--- config.mk ---
export PLATFORM = sky130hd
export DESIGN_NAME = pipe_hazard_ctrl
export DESIGN_NICKNAME = d
export VERILOG_FILES = /design/src/rtl/pipe_ctrl_pkg.sv /design/src/rtl/pipe_hazard_ctrl_fwd_sel.sv /design/src/rtl/pipe_hazard_ctrl.sv
export SDC_FILE = /design/constraint.sdc
export NUM_CORES = 1
export LEC_CHECK = 0
export BUFFER_PORTS_ARGS = -buffer_cell sky130_fd_sc_hd__buf_2
export CAP_MARGIN = 40
export CORE_MARGIN = 1.5
export CORE_UTILIZATION = 51
export DETAILED_ROUTE_END_ITERATION = 12
export PLACE_DENSITY_LB_ADDON = 0.25
export SLEW_MARGIN = 40
export SYNTH_ARGS = -nofsm -noshare
export SYNTH_HDL_FRONTEND = slang
export SYNTH_SLANG_ARGS = --single-unit
--- constraint.sdc ---
create_clock -name clk -period 2.86 [get_ports clk]
set_input_delay 0 -clock clk [delete_from_list [all_inputs] [get_ports clk]]
set_output_delay 0 -clock clk [all_outputs]
set_load 0.05 [all_outputs]
--- src/rtl/pipe_ctrl_pkg.sv ---
// Shared encodings for the pipeline hazard controller: forward selects,
// FSM state type and the hard-wired zero register number.
package pipe_ctrl_pkg;

    localparam logic [1:0] FWD_REG = 2'd0;
    localparam logic [1:0] FWD_EXE = 2'd1;
    localparam logic [1:0] FWD_MEM = 2'd2;
    localparam logic [1:0] FWD_LD  = 2'd3;

    localparam logic [4:0] REG_ZERO = 5'd0;

    typedef enum logic {
        ST_RUN = 1'b0,
        ST_MUL = 1'b1
    } state_e;

endpackage

--- src/rtl/pipe_hazard_ctrl_fwd_sel.sv ---
// Operand forward select for one ID source register; the nearest producer
// wins, and r0 or an unused operand always reads the register file.
module fwd_sel
    import pipe_ctrl_pkg::*;
(
    input  logic [4:0] src_rn,
    input  logic       src_use,
    input  logic [4:0] exe_rn,
    input  logic       exe_wreg,
    input  logic       exe_m2reg,
    input  logic [4:0] mem_rn,
    input  logic       mem_wreg,
    input  logic       mem_m2reg,
    output logic [1:0] fwd
);

    // priority select across EXE ALU, MEM ALU and MEM load data
    always_comb begin
        fwd = FWD_REG;
        if (!src_use || (src_rn == REG_ZERO)) begin
            fwd = FWD_REG;
        end else if (exe_wreg && !exe_m2reg && (exe_rn == src_rn)) begin
            fwd = FWD_EXE;
        end else if (mem_wreg && !mem_m2reg && (mem_rn == src_rn)) begin
            fwd = FWD_MEM;
        end else if (mem_wreg && mem_m2reg && (mem_rn == src_rn)) begin
            fwd = FWD_LD;
        end else begin
            fwd = FWD_REG;
        end
    end

endmodule

--- src/rtl/pipe_hazard_ctrl.sv ---
// Pipeline hazard controller: load-use stalls, multi-cycle multiply hold in
// EXE, operand forwarding and IF/ID flush on taken branches.
module pipe_hazard_ctrl
    import pipe_ctrl_pkg::*;
#(
    parameter int unsigned MUL_LAT = 4,
    parameter int unsigned CNT_W   = 16
) (
    input  logic             clk,
    input  logic             clrn,
    input  logic [4:0]       id_rs,
    input  logic [4:0]       id_rt,
    input  logic             id_use_rs,
    input  logic             id_use_rt,
    input  logic             id_mul,
    input  logic             id_branch_tk,
    input  logic [4:0]       exe_rn,
    input  logic             exe_wreg,
    input  logic             exe_m2reg,
    input  logic [4:0]       mem_rn,
    input  logic             mem_wreg,
    input  logic             mem_m2reg,
    output logic             pc_en,
    output logic             ifid_en,
    output logic             ifid_flush,
    output logic             idexe_en,
    output logic             idexe_bubble,
    output logic             exemem_bubble,
    output logic [1:0]       fwda,
    output logic [1:0]       fwdb,
    output logic             mul_busy,
    output logic             mul_done,
    output logic [CNT_W-1:0] stall_cnt
);

    localparam int unsigned MC_W = $clog2(MUL_LAT);

    state_e            state_q, state_d;
    logic [MC_W-1:0]   cnt_q, cnt_d;
    logic [CNT_W-1:0]  stall_cnt_q, stall_cnt_d;
    logic [1:0]        fwda_s, fwdb_s;
    logic              lu_hz_s;

    fwd_sel u_fwd_a (
        .src_rn(id_rs), .src_use(id_use_rs),
        .exe_rn(exe_rn), .exe_wreg(exe_wreg), .exe_m2reg(exe_m2reg),
        .mem_rn(mem_rn), .mem_wreg(mem_wreg), .mem_m2reg(mem_m2reg),
        .fwd(fwda_s)
    );

    fwd_sel u_fwd_b (
        .src_rn(id_rt), .src_use(id_use_rt),
        .exe_rn(exe_rn), .exe_wreg(exe_wreg), .exe_m2reg(exe_m2reg),
        .mem_rn(mem_rn), .mem_wreg(mem_wreg), .mem_m2reg(mem_m2reg),
        .fwd(fwdb_s)
    );

    assign lu_hz_s = exe_wreg && exe_m2reg && (exe_rn != REG_ZERO) &&
                     ((id_use_rs && (id_rs == exe_rn)) ||
                      (id_use_rt && (id_rt == exe_rn)));

    // next-state, multiply countdown and pipeline control outputs
    always_comb begin
        state_d       = state_q;
        cnt_d         = cnt_q;
        pc_en         = 1'b1;
        ifid_en       = 1'b1;
        idexe_en      = 1'b1;
        idexe_bubble  = 1'b0;
        exemem_bubble = 1'b0;
        mul_busy      = 1'b0;
        mul_done      = 1'b0;
        fwda          = fwda_s;
        fwdb          = fwdb_s;
        case (state_q)
            ST_RUN: begin
                if (lu_hz_s) begin
                    pc_en        = 1'b0;
                    ifid_en      = 1'b0;
                    idexe_bubble = 1'b1;
                end else if (id_mul) begin
                    state_d = ST_MUL;
                    cnt_d   = MC_W'(MUL_LAT - 2);
                end else begin
                    state_d = ST_RUN;
                end
            end
            ST_MUL: begin
                pc_en         = 1'b0;
                ifid_en       = 1'b0;
                idexe_en      = 1'b0;
                exemem_bubble = 1'b1;
                mul_busy      = 1'b1;
                if (cnt_q == '0) begin
                    mul_done      = 1'b1;
                    exemem_bubble = 1'b0;
                    state_d       = ST_RUN;
                end else begin
                    cnt_d = cnt_q - MC_W'(1);
                end
            end
            default: begin
                state_d = ST_RUN;
                cnt_d   = '0;
            end
        endcase
        // a stalled branch is simply re-presented once ID advances
        ifid_flush = id_branch_tk && pc_en;
        if (!clrn) begin
            pc_en         = 1'b1;
            ifid_en       = 1'b1;
            idexe_en      = 1'b1;
            idexe_bubble  = 1'b0;
            exemem_bubble = 1'b0;
            ifid_flush    = 1'b0;
            mul_busy      = 1'b0;
            mul_done      = 1'b0;
            fwda          = FWD_REG;
            fwdb          = FWD_REG;
        end else begin
            ifid_flush = id_branch_tk && pc_en;
        end
    end

    // saturating count of cycles the PC is held
    always_comb begin
        stall_cnt_d = stall_cnt_q;
        if (!pc_en && (stall_cnt_q != {CNT_W{1'b1}})) begin
            stall_cnt_d = stall_cnt_q + CNT_W'(1);
        end else begin
            stall_cnt_d = stall_cnt_q;
        end
    end

    // state, multiply counter and stall counter registers
    always_ff @(posedge clk or negedge clrn) begin
        if (!clrn) begin
            state_q     <= ST_RUN;
            cnt_q       <= '0;
            stall_cnt_q <= '0;
        end else begin
            state_q     <= state_d;
            cnt_q       <= cnt_d;
            stall_cnt_q <= stall_cnt_d;
        end
    end

    assign stall_cnt = stall_cnt_q;

endmodule

==> Word level (Yosys, flattened, before mapping) <==
Cells that the tools add are included.
{ "totals": {"reg_bits": 19, "latch_bits": 0, "ramBits": 0, "mem_bits_ro": 0, "input_bits": 30, "output_inout_bits": 28, "memories": 0} }
{ "classes": {"addsub": 2, "mul": 0, "n_div": 0, "magnitude_cmp": 0, "eq_ne": 10, "shifts": 0, "muxes": 34, "bitwise_logic": 1, "reduce_logical": 29} }
{ "op_table": {"columns": ["cell", "count"], "rows": [
  ["5-bit == test", 6],
  ["2-bit two-way mux", 13],
  ["1-bit two-way mux", 18],
  ["16-bit by 1-bit adder with 16-bit output (second input constant)", 1],
  ["1-bit logical AND", 16],
  ["16-bit inequality test (second input constant)", 1],
  ["5-bit zero test", 2],
  ["2-bit inequality test (second input constant)", 3],
  ["1-bit zero test", 5],
  ["5-bit nonzero test", 1],
  ["1-bit one-hot mux with 2 select lines", 2],
  ["2-bit one-hot mux with 2 select lines", 1],
  ["1-bit logical OR", 3],
  ["3-bit AND reduction", 1],
  ["2-bit zero test", 1],
  ["2-bit by 1-bit subtractor with 2-bit output (second input constant)", 1],
  ["1-bit NOT", 1]
]} }

==> Logic depth before layout (Yosys ltp) <==
Gate-level depths: netlist of the first run.
{ "logic_depth": {"depth_word": 9, "mapped_depth": 8, "depth_no_buf": 7} }

==> Modules after synthesis <==
From an unflattened synthesis of the first run, not the netlist that was laid out.
{ "unflattened": {"cells_unflattened": 154, "area_unflattened_um2": 1498.9} }
{ "by_module_without_submodules": {"columns": ["mod", "instances", "cells_each", "area_per_inst_um2", "seq_area_each_um2"], "rows": [
  ["pipe_hazard_ctrl", 1, 116, 1161.1, 475.5],
  ["fwd_sel", 2, 19, 168.9, 0.0]
]} }

==> Least setup slack after synthesis of the first run <==
OpenSTA, ideal clock, no wires.
{ "synth_timing": {"kind": "flip-flop to flip-flop", "from": "register stall_cnt_q[0] (netlist: stall_cnt[0])", "to": "register stall_cnt_q[1] (netlist: stall_cnt[1])", "t_arrival_ns": 1.977, "t_required_ns": 2.735, "slack_ns": 0.757, "path_stages_with_launch": 8, "path_buffers": 1, "cell_sequence": "dfrtp_1 ha_1 and3_1 nand3_1 o221a_1 o21a_1 buf_6 mux2_4"} }
{ "synth_between": {"elab_chain_cells": 2, "word_cells_on_any_way": 3} }
{ "synth_lines": {"columns": ["element", "line", "text"], "rows": [
  ["start, declared", "pipe_hazard_ctrl.sv:40", "logic [CNT_W-1:0] stall_cnt_q, stall_cnt_d;"],
  ["start signal, assigned", "pipe_hazard_ctrl.sv:144", "stall_cnt_q <= stall_cnt_d;"],
  ["branches (longest 2 deep; another with 16-bit by 1-bit adder with 16-bit output)", null, null]
]} }
Parallel ways; which one is timed is not known.
A chain may end at the register's enable or synchronous reset.

==> Worst setup path after layout of the first run <==
{ "layout_timing": {"from": "register stall_cnt_q[0] (netlist: stall_cnt[0])", "to": "register stall_cnt_q[6] (netlist: stall_cnt[6])"} }
Same word-level chain as after synthesis.

==> results of run 1 <==
[per-stage QoR]
stage               hold slack (ns)  area (um2)  cells  total power (uW)
floorplan                    -0.296        1350    146               887
global placement             0.0432        1660    230              1010
detailed placement           0.0375        1660    230              1030
CTS                          0.0997        1690    235              1170
global route                  0.102        1690    235              1250
finish                        0.104        1690    235              1160
[per-layer routing]
| metal | wire (um) | vias to the layer above |
|---|---|---|
| li1 | - | 633 |
| met1 | 1380 | 613 |
| met2 | 1630 | 48 |
| met3 | 203 | 4 |
| met4 | 28 | 0 |
| met5 | 0 | - |
[synthesized netlist by cell type (2+ instances only)]
cell	n	area share [%]
and3_1	5	2.3
and4_1	2	1.3
clkbuf_1	2	0.55
dfrtp_1	19	35
ha_1	2	1.8
inv_1	7	1.9
nand2_1	13	3.6
nand2b_1	2	0.92
nand3_1	11	4.1
nand4_1	7	3.2
nor2_1	7	1.9
nor3_1	5	1.8
nor3b_1	2	1.1
nor4_1	2	0.92
o21a_1	2	1.1
o21ai_0	3	1.1
or4_1	2	1.1
xnor2_1	22	14
xor2_1	13	8.4
[worst paths after layout]
| path | start | to | slack [ns] | depth (start not counted) |
|---|---|---|---|---|
| max | stall_cnt[0]$_DFFE_PN0P_ | stall_cnt[6]$_DFFE_PN0P_ | 0.81 | 7 |
| min | id_mul | state_q$_DFF_PN0_ | 0.10 | 3 |
| max reg2reg | stall_cnt[0]$_DFFE_PN0P_ | stall_cnt[6]$_DFFE_PN0P_ | 0.81 | 7 |
| min reg2reg | stall_cnt[6]$_DFFE_PN0P_ | stall_cnt[6]$_DFFE_PN0P_ | 0.50 | 1 |
| max in group asynchronous | clrn | cnt_q[1]$_DFFE_PN0P_ | 2.37 | 3 |
| min in group asynchronous | clrn | stall_cnt[12]$_DFFE_PN0P_ | 0.24 | 3 |
[repair_timing]
action | CTS | global route
setup buffers | 0 | 0
hold buffers | 1 | 0
hold endpoints to repair | 19 | 0
endpoints found under the setup margin | 0 | 0
gates resized for setup | 0 | 0
[sequential cells by signal (all words and copies together), names as in the netlist]
name and count:
cnt_q 2, stall_cnt 16, state_q 1
[worst max-delay path: cells and delay by family (launching register included)]
family                     cells  cell delay, ns
and+or+nand+nor                3            0.61
AOI/OAI and AO/OA              2            0.54
DFF                            1            0.44
adders and majority gates      1            0.24
xor gates and xnor gates       1            0.14
[cell families after synthesis]
family | count (synthesis) | share of synthesized area, %
buffers and inverters | 11 | 3.88
AO/OA/AOI/OAI | 13 | 8.59
XOR/XNOR | 35 | 22.6
flip-flops | 19 | 35.1
AND/OR/NAND/NOR | 63 | 25.2
multiplexers | 3 | 2.68
adder cells (fa/ha/maj) | 2 | 1.85
[cell type report]
type                    count  area share [%]
multi-input cells         116            48.7
repair buffers             59            17.9
inverters                   7            1.55
well taps                  30            2.22
flip-flops and latches     19            28.1
clock buffers               4            1.55
[power groups by stage]
stage          Sequential, uW  Combinational [uW]  Clock [uW]
2_1_floorplan             540                 346           0
3_3_place_gp              412                 595           0
3_5_place_dp              417                 612           0
4_1_cts                   414                 618         139
5_1_grt                   430                 663         155
6_report                  415                 614         133
==> impl_metrics.ini, run 1 <==
[finish]
mostFrequentLayoutCells = buf_2, xnor2_1, dfrtp_1, xor2_1, nand2_1
layout.nets = 238
diodes = 0
fin_util_pct = 67.8
seq_area_um2 = 475
num-fill-cells = 215
areaGrowthSynthToFinish_pct = 25.1
drive_gt1_share_pct = 32.7
multiInputGateArea_um2 = 826
layout_commonest_cell = buf_2

[yosys]
yosysSeqAreaShare_pct = 35.1
syn_inst = 146
synth_area_um2 = 1350
syn_nets = 178
synthFlopType = dfrtp_1
async_flop_share_pct = 100
avgSynthCellArea_um2 = 9.27
synth_seq_cells = 19
synth_warnings = 0
synth_cell_types = 37
synth-edff-count = 0

[clock_network]
ctsLongestPathBuffers = 2
cts_sinks = 19
cts_tree = done
clk_pin_slew_ns = 0.10
root_buffer = clkbuf_4
numCtsBuffers = 3
clock_latency_ns = 0.30
htreeDepth = 1

[sta]
tightest_slew_ns = 0.390
timing.final.max_slew_violations = 0
max_slew_margin_pct = 74.0
period_share_pct = 71.7
max_freq_ghz = 0.488
rsz0062_at_grt = no
fin_tns_setup_ns = 0
post-route-min-period_ns = 2.05
fin_skew_ns = 0.00112
finalHoldViolations = 0
setup-violations-final = 0
setup_slack_ns = 0.809

[route]
antenna_left = 0
first_pass_iters = 4
drtIter0Drc = 21
drcViolationCount = 0
via_per_inst = 5.52
vias = 1298
wl_per_cell_um = 13.8
wl_um = 3240

[power]
comb_power_share_pct = 52.9
power_frac_seq_pct = 35.7
ir_worst_vdd_uv = 782
pwr-share-clk_pct = 11.4
power.leakage_uw = 0.000848
p_int_uw = 584
swShare_pct = 49.7
power_density_nw_per_um2 = 686
power_switching_uw = 578

[worst_hold_path]
hp-class = in2reg

[global_routing]
grt_max_degree = 30
grtUsageMet1_pct = 26.9
antenna_found_initial = 0
first_global_vias = 1227
grt_use_total_pct = 24.4
grt_overflow = 0
grt_use_met3_pct = 6.01
met2_usage_pct = 45.2
grt_pass1_wl_um = 5220
top_usage_layer = met2

[setup_path]
critPathMaxFanout = 11
startpoint_type = flop
cp.required_ns = 3.09
end_kind = flop
cp_cell_sequence = ha_1, and3_1, nand3_1, o221a_1, o21a_1, and4_1, xor2_1
critical_path_class = reg2reg
slowest_delay_ns = 0.44
crit_slowest_cell = dfrtp_1
crit_arrival_ns = 2.28

[placed_design]
numPortBuffers = 57
pre_cts_ws_ns = 0.828
dpl.hpwl_um = 2540
gp_congestion = 0.799

[floorplan]
dieHeight_um = 54.5
dieArea_um2 = 2970
rows = 18
core_um2 = 2500
die_w_um = 54.5
io_pins = 58
initial_core_util_pct = 54.2

[status]
status = finished clean

[flow_run]
cap_violations = 0
No activity file was read; power rests on OpenSTA's default activity.
==> inputs of run 2 (changes only) <==
ABC_AREA = 1   (was not set)
clock period = 2.12 ns   (was 2.86 ns; I/O delays follow)
==> run 2 against run 1 <==
Against the previous run: register-to-register slack worse by 0.34 ns; area after synthesis up 27%; design area up 21%; critical path type is now in2out; count of clock-buffer cells in the layout unchanged; critical path depth down 2; die area up 26%; sequential power up 25%; sequential cell count unchanged; core utilization down 2.4 points.
==> impl_metrics.ini, run 2 <==
[status]
status = finished clean

[clock_network]
clk_pin_slew_ns = 0.10
clock_latency_ns = 0.30
post_cts_resize_count = 0
numCtsBuffers = 3
ctsLongestPathBuffers = 2
postCtsHoldBufs = 1
cts_sinks = 19
root_buffer = clkbuf_4
cts_setup_buffers = 0
cts_tree = done
htreeDepth = 1

[setup_path]
crit_arrival_ns = 1.74
reg2reg_setup_slack_ns = 0.47
end_kind = output port
critPathMaxFanout = 27
reg2regPathDepth = 7
startpoint_type = primary input
cp.required_ns = 2.12
critical_path_class = in2out
cp_cell_sequence = dlygate4sd3_1, buf_2, nand2_1, nor3b_1, buf_2
crit_slowest_cell = dlygate4sd3_1
rr_startpoint = stall_cnt[0]$_DFFE_PN0P_
slowest_delay_ns = 0.52
timing.rr.end = stall_cnt[8]$_DFFE_PN0P_
cpMostUsedCell = buf_2

[yosys]
synth_top_cells_by_area = dfrtp_1, nand2_1, nand4_1
yosysSeqAreaShare_pct = 27.6
synth_warnings = 0
async_flop_share_pct = 100
syn_inst = 260
synth_cell_types = 31
yosysMostFrequentCell = nand2_1
avgSynthCellArea_um2 = 6.62
synth_top_cell_area_share_pct = 27.6
yosysTopAreaCell = dfrtp_1
synth_seq_cells = 19
syn_nets = 292
synth_area_um2 = 1720
synthTopCellsByCount = nand2_1, inv_1, nand4_1
synth-edff-count = 0
synthFlopType = dfrtp_1

[route]
antenna_left = 0
wl_per_cell_um = 10.9
wl_um = 3920
via_per_inst = 5.01
first_pass_iters = 4
vias = 1808
drtIter0Drc = 105
drcViolationCount = 0

[placed_design]
numPortBuffers = 57
dpl.hpwl_um = 3120
placedCellCount = 356
gp_congestion = 0.825

[floorplan]
io_pins = 58
rows = 20
die_w_um = 61.1
core_um2 = 3130
initial_core_util_pct = 55.0
dieHeight_um = 61.1
dieArea_um2 = 3730

[finish]
drive_gt1_share_pct = 24.9
fin_util_pct = 65.4
largest_reg_flops = 16
areaGrowthSynthToFinish_pct = 18.9
mostFrequentLayoutCells = nand2_1, buf_2, inv_1, nand4_1, nand3_1
layout.nets = 350
stdcell_count = 361
layout_commonest_cell = nand2_1
diodes = 0

[sta]
tightest_slew_ns = 0.540
timing.final.max_slew_violations = 0
setup-violations-final = 0
rsz0062_at_grt = no
finalHoldViolations = 0
fin_skew_ns = 0.00699
fin_tns_setup_ns = 0
period_share_pct = 82.0
max_slew_margin_pct = 64.0
max_freq_ghz = 0.575
post-route-min-period_ns = 1.74

[global_routing]
grt_use_total_pct = 23.1
antenna_found_initial = 0
first_global_vias = 1605
grt_pass1_wl_um = 6600
grt_max_degree = 29
grt_overflow = 0

[flow_run]
cap_violations = 0

[worst_hold_path]
hp-class = in2reg
min_path_cells = 5
whs_endpoint = cnt_q[1]$_DFFE_PN0P_
hp-start = id_mul

[power]
power.leakage_uw = 0.00119
power_density_nw_per_um2 = 769
ir_worst_vdd_uv = 830
finalPower_uw = 1570
==> run 2: changes by cell type in the layout (fill, tap and decap cells not counted), sizes merged, moves of 3 or more <==
cell | before | now
o21ai | 3 | 0
and3 | 5 | 0
nand2 | 13 | 91
inv | 7 | 43
nand4 | 7 | 26
nand3 | 11 | 27
nor3 | 5 | 12
xor2 | 13 | 10
nor2 | 7 | 14
xnor2 | 22 | 2
==> run 2: worst max-delay path: cells and delay by family <==
family | cells | cell delay, ns
buffers and inverters | 3 | 1.28
AND/OR/NAND/NOR | 2 | 0.44
==> run 2: layout make-up <==
class,instances,area (um2)
fillers,308,1080
multi-input cells,191,1020
flip-flops and latches,19,475
repair buffers,59,303
inverters,44,165
well taps,44,55.1
clock buffers,4,26.3
==> run 2: per-stage QoR <==
step | setup WS, ns | cell area (um2) | hold slack (ns)
final | 0.382 | 2050 | 0.0916
after global routing | 0.227 | 2050 | 0.129
after CTS | 0.396 | 2050 | 0.0855
after detailed placement | 0.482 | 2010 | 0.00334
after global placement | 0.547 | 2010 | 0.00257
after floorplan | 0.240 | 1720 | -0.296
==> run 2: worst max-delay path by stage <==
stage | startpoint | endpoint | slack, ns | cells past startpoint
final | clrn | fwdb[1] | 0.38 | 5
after detailed placement | stall_cnt[0]$_DFFE_PN0P_ | stall_cnt[8]$_DFFE_PN0P_ | 0.48 | 7
after CTS | clrn | fwdb[1] | 0.40 | 5
after global placement | stall_cnt[1]$_DFFE_PN0P_ | stall_cnt[14]$_DFFE_PN0P_ | 0.55 | 8
after floorplan | stall_cnt[0]$_DFFE_PN0P_ | stall_cnt[14]$_DFFE_PN0P_ | 0.24 | 9
after global routing | clrn | fwdb[1] | 0.23 | 5
==> run 2: kinds of logic after synthesis <==
group,synth area share (%)
simple gates,51.5
buf+inv,13.0
flops,27.6
xor+xnor,6.11
fa+ha+maj,1.45
compound gates,0.291
==> run 2: layer usage <==
metal | track usage (%) | share of wire [%]
met1 | 31.6 | 49
met2 | 38.3 | 45
met3 | 2.31 | 4.9
met4 | 7.45 | 1.1
met5 | 0 | 0
==> run 2: report_power, final <==
part           leakage (uW)  switching (uW)  internal (uW)
Clock             0.0000150             111           73.2
Sequential         0.000252            82.5            437
Combinational      0.000924             636            233
Total               0.00119             830            743
==> inputs of run 3 (changes only) <==
clock period = 1.7 ns   (was 2.12 ns; I/O delays follow)
==> run 3 against run 2 <==
Against the previous run: sequential power up 23%; clock power up 28%; count of clock-buffer cells in the layout unchanged; first-iteration DRC count up 0.95%; worst hold slack worse by 0.011 ns; via count up 2.2%; sequential share of layout area down 0.44 points; routed wire length up 0.92%; critical path depth up 4; clock skew down 0.0043 ns; combinational power up 28%.
==> impl_metrics.ini, run 3 (synthesis gave the netlist of run 2 again) <==
[setup_path]
worstPathBufferInverterCount = 0
reg2reg_setup_slack_ns = 0.11
cp_top_family = simple AND/OR/NAND/NOR gates
crit_arrival_ns = 1.80
cp.depth = 9
reg2regPathDepth = 9
slowest_delay_ns = 0.43
cp_cell_sequence = ha_1, nand3_2, nor3_1, nand3_1, nand2_1, nor2_1, nand3_1, nand2_1, nand2_1
end_kind = flop
crit_slowest_cell = dfrtp_2
critical_path_class = reg2reg
cp.required_ns = 1.91
startpoint_type = flop
cpMostUsedCell = nand2_1
critPathMaxFanout = 4

[sta]
holdWs_ns = 0.0804
max_freq_ghz = 0.629
setup-violations-final = 0
post-route-min-period_ns = 1.59
finalHoldViolations = 0
timing.final.max_slew_violations = 0
period_share_pct = 93.5
fin_skew_ns = 0.00271
max_slew_margin_pct = 69.2
tightest_slew_ns = 0.458

[route]
vias = 1848
wl_per_cell_um = 10.9
wl_um = 3960
via_per_inst = 5.08
drcViolationCount = 0
antenna_left = 0
drtIter0Drc = 106
first_pass_iters = 4

[power]
power.leakage_uw = 0.00121
ir_worst_vdd_uv = 781
finalPower_uw = 1990
power_density_nw_per_um2 = 946

[floorplan]
core_um2 = 3130
initial_core_util_pct = 55.0
die_w_um = 61.1
dieArea_um2 = 3730
io_pins = 58
rows = 20
dieHeight_um = 61.1

[clock_network]
htreeDepth = 1
ctsLongestPathBuffers = 2
cts_sinks = 19
numCtsBuffers = 3
clk_pin_slew_ns = 0.11
root_buffer = clkbuf_4
clock_latency_ns = 0.30
cts_tree = done

[global_routing]
grt_use_total_pct = 21.8
first_global_vias = 1471
grt_max_degree = 29
grt_pass1_wl_um = 6260
grt_overflow = 0
antenna_found_initial = 0

[finish]
layout_commonest_cell = nand2_1
final_cell_area_um2 = 2100
largest_reg_flops = 16
diodes = 0
areaGrowthSynthToFinish_pct = 22.2
drive_gt1_share_pct = 27.2
layout.nets = 353
mostFrequentLayoutCells = nand2_1, buf_2, inv_1, nand4_1, nand3_1

[placed_design]
numPortBuffers = 57
gp_congestion = 0.849
place_area_um2 = 2040
dpl.hpwl_um = 3090

[worst_hold_path]
min_path_cells = 5
hp-class = in2reg

[flow_run]
cap_violations = 0

[status]
status = finished clean
==> run 3: changes by cell type in the layout (fill, tap and decap cells not counted), sizes merged <==
cell  change
buf       +3
==> run 3: worst reg2reg max path, cell delays in order (launching register included) <==
cell	delay, ns
dfrtp_2	0.43
ha_1	0.23
nand3_2	0.13
nor3_1	0.06
nand3_1	0.15
nand2_1	0.12
nor2_1	0.17
nand3_1	0.10
nand2_1	0.06
nand2_1	0.04
==> run 3: timing repair <==
action / 4_1_cts / 5_1_grt
setup endpoints to repair: 0 / 10
endpoints found under the hold margin: 19 / 0
buffers inserted: 0 / 1
hold buffers: 1 / 0
resized for setup: 0 / 3
==> run 3: area by class of cell <==
| cell class | instances | area (um2) |
|---|---|---|
| Tap cell | 44 | 55.1 |
| Sequential cell | 19 | 479 |
| Inverter | 44 | 165 |
| Multi-Input combinational cell | 191 | 1040 |
| Fill cell | 303 | 1030 |
| Clock buffer | 4 | 26.3 |
| Timing Repair Buffer | 62 | 338 |
==> run 3: path summary, 6_finish.rpt <==
check                                         startpoint                   endpoint
max in group asynchronous                           clrn   stall_cnt[9]$_DFFE_PN0P_
worst max register to register  stall_cnt[0]$_DFFE_PN0P_   stall_cnt[6]$_DFFE_PN0P_
min in group asynchronous                           clrn  stall_cnt[13]$_DFFE_PN0P_
worst min-delay path                              id_mul       cnt_q[1]$_DFFE_PN0P_
worst max-delay path            stall_cnt[0]$_DFFE_PN0P_   stall_cnt[6]$_DFFE_PN0P_
worst min register to register      cnt_q[1]$_DFFE_PN0P_       cnt_q[1]$_DFFE_PN0P_
==> run 3: power by group <==
group          total [uW]  switching (uW)  internal (uW)  leakage (uW)
combinational        1110             800            311      0.000946
clock                 236             145           91.4     0.0000150
sequential            641            91.2            549      0.000248
==> run 3: per-stage QoR <==
step                      instances  worst slack, ns  util, %  setup TNS (ns)
after detailed placement        358            0.105     65.4               0
after global routing            364         -0.00774     67.2        -0.00774
after CTS                       363           0.0841     66.5               0
after global placement          358            0.136     65.4               0
after floorplan                 260          -0.0136        -         -0.0136
final                           364            0.111     67.2               0
==> run 3: metal layers <==
metal / part of all wire [%] / GRT usage [%] / vias to the layer above / wire length, um
met5: 0 / 0 / - / 0
met4: 0.33 / 3.42 / 0 / 13
met3: 6.0 / 5.25 / 2 / 236
met2: 45 / 33.9 / 51 / 1770
met1: 49 / 31.4 / 828 / 1940
li1: - / - / 967 / -
